--- config.mk ---
export PLATFORM = sky130hd
export DESIGN_NAME = player_ball_collider_unit
export DESIGN_NICKNAME = d
export VERILOG_FILES = /design/src/rtl/player_ball_collider_unit.sv
export SDC_FILE = /design/constraint.sdc
export NUM_CORES = 2
export LEC_CHECK = 0
export ABC_CLOCK_PERIOD_IN_PS = 18400
export CAP_MARGIN = 20
export CORE_AREA = 4 4 259 311
export CTS_CLUSTER_SIZE = 28
export DETAILED_ROUTE_END_ITERATION = 7
export DIE_AREA = 0 0 263 315
export PLACE_DENSITY = 0.57
export SYNTH_ARGS = -nofsm -noshare
export SYNTH_HDL_FRONTEND = slang
export SYNTH_SLANG_ARGS = --single-unit
--- constraint.sdc ---
create_clock -name clk -period 18.4 [get_ports clk]
set_input_delay 1.84 -clock clk [delete_from_list [all_inputs] [get_ports clk]]
set_output_delay 1.84 -clock clk [all_outputs]
set_load 0.01 [all_outputs]
--- src/rtl/player_ball_collider_unit.sv ---
// Two-stage ball/player contact resolver: stage 1 takes centre deltas, stage 2
// squares them, tests contact and pushes the ball out along the hit axes.
module player_ball_collider_unit #(
  parameter int PLAYER_RADIUS = 16,
  parameter int BALL_RADIUS   = 8,
  parameter int PUSH          = 4
) (
  input  logic        clk,
  input  logic        rst_n,
  input  logic        in_valid,
  input  logic [18:0] old_ball_x,
  input  logic [18:0] old_ball_y,
  input  logic [18:0] player_x,
  input  logic [18:0] player_y,
  input  logic [18:0] old_ball_dir_x,
  input  logic [18:0] old_ball_dir_y,
  output logic        out_valid,
  output logic        hit,
  output logic [18:0] new_ball_x,
  output logic [18:0] new_ball_y,
  output logic [18:0] new_ball_dir_x,
  output logic [18:0] new_ball_dir_y
);

  localparam int          CONTACT = PLAYER_RADIUS + BALL_RADIUS + 2;
  localparam logic [37:0] THRESH  = 38'(CONTACT * CONTACT);
  localparam logic [18:0] PUSH_V  = 19'(PUSH);

  // Stage 1 state
  logic        s1_valid_q, s1_valid_d;
  logic [18:0] s1_adx_q, s1_adx_d;
  logic [18:0] s1_ady_q, s1_ady_d;
  logic        s1_negx_q, s1_negx_d;
  logic        s1_negy_q, s1_negy_d;
  logic [18:0] s1_x_q, s1_x_d;
  logic [18:0] s1_y_q, s1_y_d;
  logic [18:0] s1_vx_q, s1_vx_d;
  logic [18:0] s1_vy_q, s1_vy_d;

  // Stage 2 (output) state
  logic        out_valid_q, out_valid_d;
  logic        hit_q, hit_d;
  logic [18:0] x_q, x_d;
  logic [18:0] y_q, y_d;
  logic [18:0] vx_q, vx_d;
  logic [18:0] vy_q, vy_d;

  logic [18:0] dx, dy;
  logic [37:0] d2;
  logic        horiz, vert, aff_x, aff_y;

  // Escape velocity: keep magnitude, never zero, point away from the player.
  function automatic logic [18:0] resolve_dir(input logic [18:0] dir, input logic neg);
    logic [18:0] mag;
    mag = dir[18] ? 19'(-dir) : dir;
    if (mag == 19'd0) mag = 19'd1;
    return neg ? 19'(-mag) : mag;
  endfunction

  always_comb begin
    dx         = old_ball_x - player_x;
    dy         = old_ball_y - player_y;
    s1_valid_d = in_valid;
    s1_negx_d  = dx[18];
    s1_negy_d  = dy[18];
    s1_adx_d   = dx[18] ? 19'(-dx) : dx;
    s1_ady_d   = dy[18] ? 19'(-dy) : dy;
    s1_x_d     = old_ball_x;
    s1_y_d     = old_ball_y;
    s1_vx_d    = old_ball_dir_x;
    s1_vy_d    = old_ball_dir_y;
  end

  always_comb begin
    d2    = ({19'd0, s1_adx_q} * {19'd0, s1_adx_q}) + ({19'd0, s1_ady_q} * {19'd0, s1_ady_q});
    hit_d = d2 < THRESH;
    horiz = {1'b0, s1_adx_q} > {s1_ady_q, 1'b0};
    vert  = {1'b0, s1_ady_q} > {s1_adx_q, 1'b0};
    // Diagonal is "neither dominant", so each axis is hit unless the other dominates.
    aff_x = hit_d && !vert;
    aff_y = hit_d && !horiz;

    out_valid_d = s1_valid_q;
    x_d  = s1_x_q;
    y_d  = s1_y_q;
    vx_d = s1_vx_q;
    vy_d = s1_vy_q;
    if (aff_x) begin
      x_d  = s1_negx_q ? (s1_x_q - PUSH_V) : (s1_x_q + PUSH_V);
      vx_d = resolve_dir(s1_vx_q, s1_negx_q);
    end
    if (aff_y) begin
      y_d  = s1_negy_q ? (s1_y_q - PUSH_V) : (s1_y_q + PUSH_V);
      vy_d = resolve_dir(s1_vy_q, s1_negy_q);
    end
  end

  always_ff @(posedge clk or negedge rst_n) begin
    if (!rst_n) begin
      s1_valid_q  <= 1'b0;
      s1_adx_q    <= '0;
      s1_ady_q    <= '0;
      s1_negx_q   <= 1'b0;
      s1_negy_q   <= 1'b0;
      s1_x_q      <= '0;
      s1_y_q      <= '0;
      s1_vx_q     <= '0;
      s1_vy_q     <= '0;
      out_valid_q <= 1'b0;
      hit_q       <= 1'b0;
      x_q         <= '0;
      y_q         <= '0;
      vx_q        <= '0;
      vy_q        <= '0;
    end else begin
      s1_valid_q  <= s1_valid_d;
      s1_adx_q    <= s1_adx_d;
      s1_ady_q    <= s1_ady_d;
      s1_negx_q   <= s1_negx_d;
      s1_negy_q   <= s1_negy_d;
      s1_x_q      <= s1_x_d;
      s1_y_q      <= s1_y_d;
      s1_vx_q     <= s1_vx_d;
      s1_vy_q     <= s1_vy_d;
      out_valid_q <= out_valid_d;
      hit_q       <= hit_d;
      x_q         <= x_d;
      y_q         <= y_d;
      vx_q        <= vx_d;
      vy_q        <= vy_d;
    end
  end

  assign out_valid      = out_valid_q;
  assign hit            = hit_q;
  assign new_ball_x     = x_q;
  assign new_ball_y     = y_q;
  assign new_ball_dir_x = vx_q;
  assign new_ball_dir_y = vy_q;

endmodule

After elaboration in Yosys (flattened, before gate mapping)
Index checks and enable logic that the tools add are counted.
Widths: inputs -> output; s select.
{"block": "word_totals", "ff_bits": 195, "latch_bits": 0, "ram_bits": 0, "romBits": 0, "inputBits": 117, "out_inout_bits": 78, "word_cells": 55, "mem_count": 0}
{"block": "op_classes", "addsub": 13, "n_mul": 2, "n_div": 0, "magnitude_cmp": 3, "eq_ne": 0, "shifts": 0, "muxes": 16, "n_bitwise": 0, "n_reduce_logical": 6}
{"cell": "$mux 19", "count": 16}
{"cell": "$neg 19->19", "count": 6}
{"cell": "$mul 19x19->38", "count": 2}
{"cell": "$gt 19x20->1", "count": 2}
{"cell": "$add 19x3->19 const B", "count": 2}
{"cell": "$add 38x38->38", "count": 1}
{"cell": "$logic_not 19->1", "count": 2}
{"cell": "$lt 38x10->1 const B", "count": 1}
{"cell": "$sub 19x19->19", "count": 2}
{"cell": "$sub 19x3->19 const B", "count": 2}
{"cell": "$logic_and 1x1->1", "count": 2}
{"cell": "$logic_not 1->1", "count": 2}

Logic depth before layout (Yosys ltp)
{"block": "depth", "ltp_word": 8, "ltp_mapped": 34, "depth_no_buf": 30}

Worst setup path before layout
Ideal clock, no wire load.
{"block": "synth_path", "path_type": "flip-flop to flip-flop", "from": "reg s1_adx_q[5]", "to": "reg x_q[11] (netlist: new_ball_x[11])", "setup_time_ns": 0.134, "arrival_time_ns": 8.412, "required_ns": 18.266, "slack_ns": 9.854, "path_stages_with_launch": 31, "path_buffers": 4, "synth_period_minus_slack_ns": 8.546, "path_cell_list": "dfrtp_1 clkbuf_1 clkinv_1 nor2_1 fa_1 fa_1 fa_1 inv_1 fa_1 fa_1 inv_1 fa_1 fa_1 inv_1 fa_1 inv_1 ha_1 clkbuf_1 nand2_1 o21ai_1 nor2_1 a2111o_1 o21ba_2 xnor2_1 or4_1 nor4_4 nand4_2 buf_4 clkbuf_1 nand2_1 o21ai_0"}
{"block": "synth_between", "elab_chain_cells": 5, "word_cells_on_any_way": 7, "cone_classes": "add/sub (1); mul (1); order compare (2); mux (1); reduce/logical (2)"}
{"element": "from (decl)", "line": "31", "rtl": "logic [18:0] s1_adx_q, s1_adx_d;"}
{"element": "from (signal assigned)", "line": "101", "rtl": "s1_adx_q <= '0;"}
{"element": "from (signal assigned)", "line": "117", "rtl": "s1_adx_q <= s1_adx_d;"}
{"element": "$mul 19x19->38", "line": "75", "rtl": "d2 = ({19'd0, s1_adx_q} * {19'd0, s1_adx_q}) + ({19'd0, s1_ady_q} * {19'd0, s1_ady_q});"}
{"element": "$add 38x38->38", "line": "75"}
{"element": "$lt 38x10->1", "line": "76", "rtl": "hit_d = d2 < THRESH;"}
{"element": "$logic_and 1x1->1 *", "line": "80", "rtl": "aff_x = hit_d && !vert;"}
{"element": "$mux 19 *", "line": "88", "rtl": "if (aff_x) begin"}
{"element": "named net x_d[11]", "line": "43", "rtl": "logic [18:0] x_q, x_d;"}
{"element": "to (signal assigned)", "line": "111", "rtl": "x_q <= '0;"}
{"element": "to (signal assigned)", "line": "127", "rtl": "x_q <= x_d;"}
{"element": "to (decl)", "line": "43"}
The timed path passes the listed nets; every way through them passes the cells marked *.

Worst setup path after layout
{"block": "layout_path", "from": "reg s1_adx_q[11]", "to": "reg vx_q[15] (netlist: new_ball_dir_x[15])"}
{"block": "layout_between", "elab_chain_cells": 5, "word_cells_on_any_way": 7, "cone_classes": "add/sub (1); mul (1); order compare (2); mux (1); reduce/logical (2)"}
{"element": "$mul 19x19->38", "line": "75"}
{"element": "$add 38x38->38", "line": "75"}
{"element": "$lt 38x10->1", "line": "76"}
{"element": "$logic_and 1x1->1 *", "line": "80"}
{"element": "$mux 19 *", "line": "88"}
{"element": "named net vx_d[15]", "line": "45", "rtl": "logic [18:0] vx_q, vx_d;"}
{"element": "to (signal assigned)", "line": "129", "rtl": "vx_q <= vx_d;"}
{"element": "to (decl)", "line": "45"}
Marks and branches as above.

==> metrics.md <==
| Metric | Value |
|---|---|
| Outcome | `finished, final reports clean` |
| Area share of the largest cell type after synthesis | `34.7%` |
| RSZ-0062 raised after global routing | `false` |
| Reg2Reg Setup Slack | `8.29 ns` |
| Die width | `263 microns` |
| Critical-path maximum fanout | `51` |
| Number of global-route vias before repair | `26500` |
| Core area | `77600 sq um` |
| Worst hold path type | `register to register` |
| Sequential area share after synthesis | `14.8%` |
| GPL Wtd Cong | `0.920` |
| Worst Setup EP | `new_ball_dir_x[15]$_DFF_PN0_` |
| Post-synth EDFFs | `0` |
| IO Port Bufs | `194` |
| Asr flop ratio synth | `100%` |
| Setup TNS | `0 ns` |
| Largest cells by area after synthesis | `fa_1 35%, dfrtp_1 15%, ha_1 12%, inv_1 10%, nand2_1 3.7%` |
| Number of diodes | `0` |
| Inserted Clock Buffers | `17` |
| FF+latch count, synth | `195` |
| Wire per inst | `19.0 microns` |
| Clock root buffer | `clkbuf_16` |
| WS Path Type | `register to register` |
| Clock Sinks | `195` |
| # H-tree levels | `4` |
| Hold_buf cts | `0` |
| Initial antenna violation count | `1` |
| Synth Area in Compound Gates | `9.14%` |
| Slowest CP cell | `dfrtp_1` |
| Pins Over Slew Limit | `0` |
| CP Data Required Time | `18.79 ns` |
| Vias | `24500` |
| Total setup buffers inserted after CTS | `0` |
| CP Depth | `27` |
| Std cell rows | `112` |
| DRC violations left | `0` |
| Final Cycle Share | `54.9%` |
| Rel. slew slack | `31.8%` |
| Worst reg-to-reg path cell count | `27` |
| Number of detailed-route iterations in the first pass | `5` |
| Slew at the pin with the worst max-slew slack | `1.02 ns` |
| Worst flop-to-flop path endpoint | `new_ball_dir_x[15]$_DFF_PN0_` |
| Synth area leader | `fa_1` |
| Synth Net Count | `4620` |
| Layout cell share with drive strength beyond 1 | `3.31%` |
| Via-to-Cell Ratio | `5.11` |
| Die footprint | `82800 sq um` |
| Count leader, synth | `inv_1` |
| Final hold vios | `0` |
| Most used DFF post-synth | `dfrtp_1` |
| Chip Height | `315 microns` |
| Reg-to-Reg Start | `s1_adx_q[11]$_DFF_PN0_` |
| Final setup viols | `0` |
| Crit path capture type | `register` |
| Worst setup SP type | `register` |
| Layout area overhead | `11.2%` |
| Minimum clock period | `10.11 ns` |
| TritonCTS clock tree | `built` |
| Nets | `4769` |
| Largest family of logic cells by synthesized area | `adder cells` |
| Synth Instances | `3612` |
| CP peak stage delay | `0.89 ns` |
| Design area | `36800 sq um` |
| Total GRT Usage | `22.5%` |
| YS warnings | `0` |
| Mux cell area share after synthesis | `0.731%` |
| Hpwl dp | `74.5 mm` |
| Reg clk slew, reported paths | `0.08 ns` |
| Post-Syn Area | `33100 sq um` |
| Post_cts resized | `0` |
| Post-DP Area | `36200 sq um` |
| Post-Synth XOR/XNOR Area | `5.48%` |
| Worst-Skew Late Latency | `0.47 ns` |
| Number of routed nets with antenna violations | `0` |
| CP most frequent cell | `fa_1` |
| Final WL | `91.0 mm` |
| Ports | `195` |
| Synthesized area per cell | `9.15 sq um` |
| Hold Path Stages | `0` |
| Grt ovf | `0` |
| Iteration-0 DRC Markers | `1247` |
| Skew final | `0.0224 ns` |
| Post-synth top cells | `877 x inv_1, 573 x fa_1, 324 x nand2_1` |
| Count of cell types in the netlist | `85` |
| Post-synthesis simple-gate area fraction | `11.7%` |
| CP delay by family, top | `adder cells` |
| Bufs on Longest Clock Path | `2` |
| First-pass GRT wire length | `146 mm` |
| Critical path arrival | `10.50 ns` |
| Max-cap viol count | `0` |
| Starting density of the core | `42.6%` |
| Post-Synth Adder-Cell Area | `46.7%` |
| Beginning of the critical path | `s1_adx_q[11]$_DFF_PN0_` |
| Fmax | `98.9 MHz` |
| CP Buf/Inv Count | `6` |
| Pin count of the biggest net entering global routing | `73` |
==> cell usage in the layout (no fill, tap or decap), types with 14 or more instances in the layout <==
master | Yosys | routed
a211oi_1 | 17 | 17
nor2_1 | 230 | 230
a21oi_1 | 112 | 112
nor3_1 | 28 | 28
nand3_1 | 42 | 42
fa_1 | 573 | 573
clkinv_1 | 15 | 15
o31ai_1 | 29 | 29
nor2b_1 | 15 | 15
and2_1 | 49 | 49
nand2_1 | 324 | 324
xnor2_1 | 110 | 110
inv_1 | 877 | 877
a21o_1 | 42 | 42
dfrtp_1 | 195 | 195
clkbuf_16 | 0 | 17
o21ai_0 | 110 | 110
o21a_1 | 23 | 23
mux2i_1 | 14 | 14
or2_2 | 14 | 14
clkdlybuf4s50_1 | 0 | 193
and3_1 | 22 | 22
ha_1 | 318 | 318
xor2_1 | 97 | 97
a31oi_1 | 14 | 14
nand2b_1 | 20 | 20
nand4_1 | 24 | 24
or3_1 | 17 | 17
buf_4 | 1 | 39
==> per-stage QoR <==
stage          setup slack [ns]  utilization, %  hold WS, ns  std cells
2_1_floorplan              9.85               -        0.331       3612
3_3_place_gp               8.48            46.6        0.332       4768
3_5_place_dp               8.38            46.6        0.336       4768
4_1_cts                    8.32            47.4        0.347       4800
5_1_grt                    7.80            47.4        0.357       4800
6_report                   8.29            47.4        0.347       4800
==> area by class of cell <==
type                            count  area (sq um)
Tap cell                         1026          1280
Timing Repair Buffer              233          2240
Clock buffer                       19           453
Multi-Input combinational cell   2419         24400
Fill cell                        7657         40900
Clock inverter                     13           148
Sequential cell                   195          4880
Inverter                          895          3360
==> sequential cells by signal (all words and copies together), names as in the netlist, 19 cells and up <==
register and cells:
s1_adx_q 19, new_ball_x 19, s1_vx_q 19, new_ball_dir_x 19
s1_ady_q 19, new_ball_dir_y 19, s1_y_q 19, s1_x_q 19
new_ball_y 19, s1_vy_q 19
==> layer usage <==
metal / GRT usage [%] / routed length [microns]
met5: 0 / 0
met4: 7.62 / 3090
met3: 2.14 / 3140
met2: 42.3 / 49200
met1: 26.9 / 35600
==> cells by family after synthesis <==
family                     after synthesis
DFF                                    195
adders and majority gates              891
and+or+nand+nor                        836
muxes                                   23
AOI/OAI and AO/OA                      462
buffers and inverters                  998
xor gates and xnor gates               207
==> worst min-delay path by stage <==
stage	start	to	slack, ns
after CTS	s1_y_q[1]$_DFF_PN0_	new_ball_y[1]$_DFF_PN0_	0.35
after detailed placement	s1_x_q[0]$_DFF_PN0_	new_ball_x[0]$_DFF_PN0_	0.34
after floorplan	s1_x_q[0]$_DFF_PN0_	new_ball_x[0]$_DFF_PN0_	0.33
final	s1_y_q[1]$_DFF_PN0_	new_ball_y[1]$_DFF_PN0_	0.35
after global routing	s1_y_q[1]$_DFF_PN0_	new_ball_y[1]$_DFF_PN0_	0.36
after global placement	s1_x_q[0]$_DFF_PN0_	new_ball_x[0]$_DFF_PN0_	0.33
Power is not shown: default switching activity piles up to over one toggle a cycle in this logic, so the estimate is an artifact.
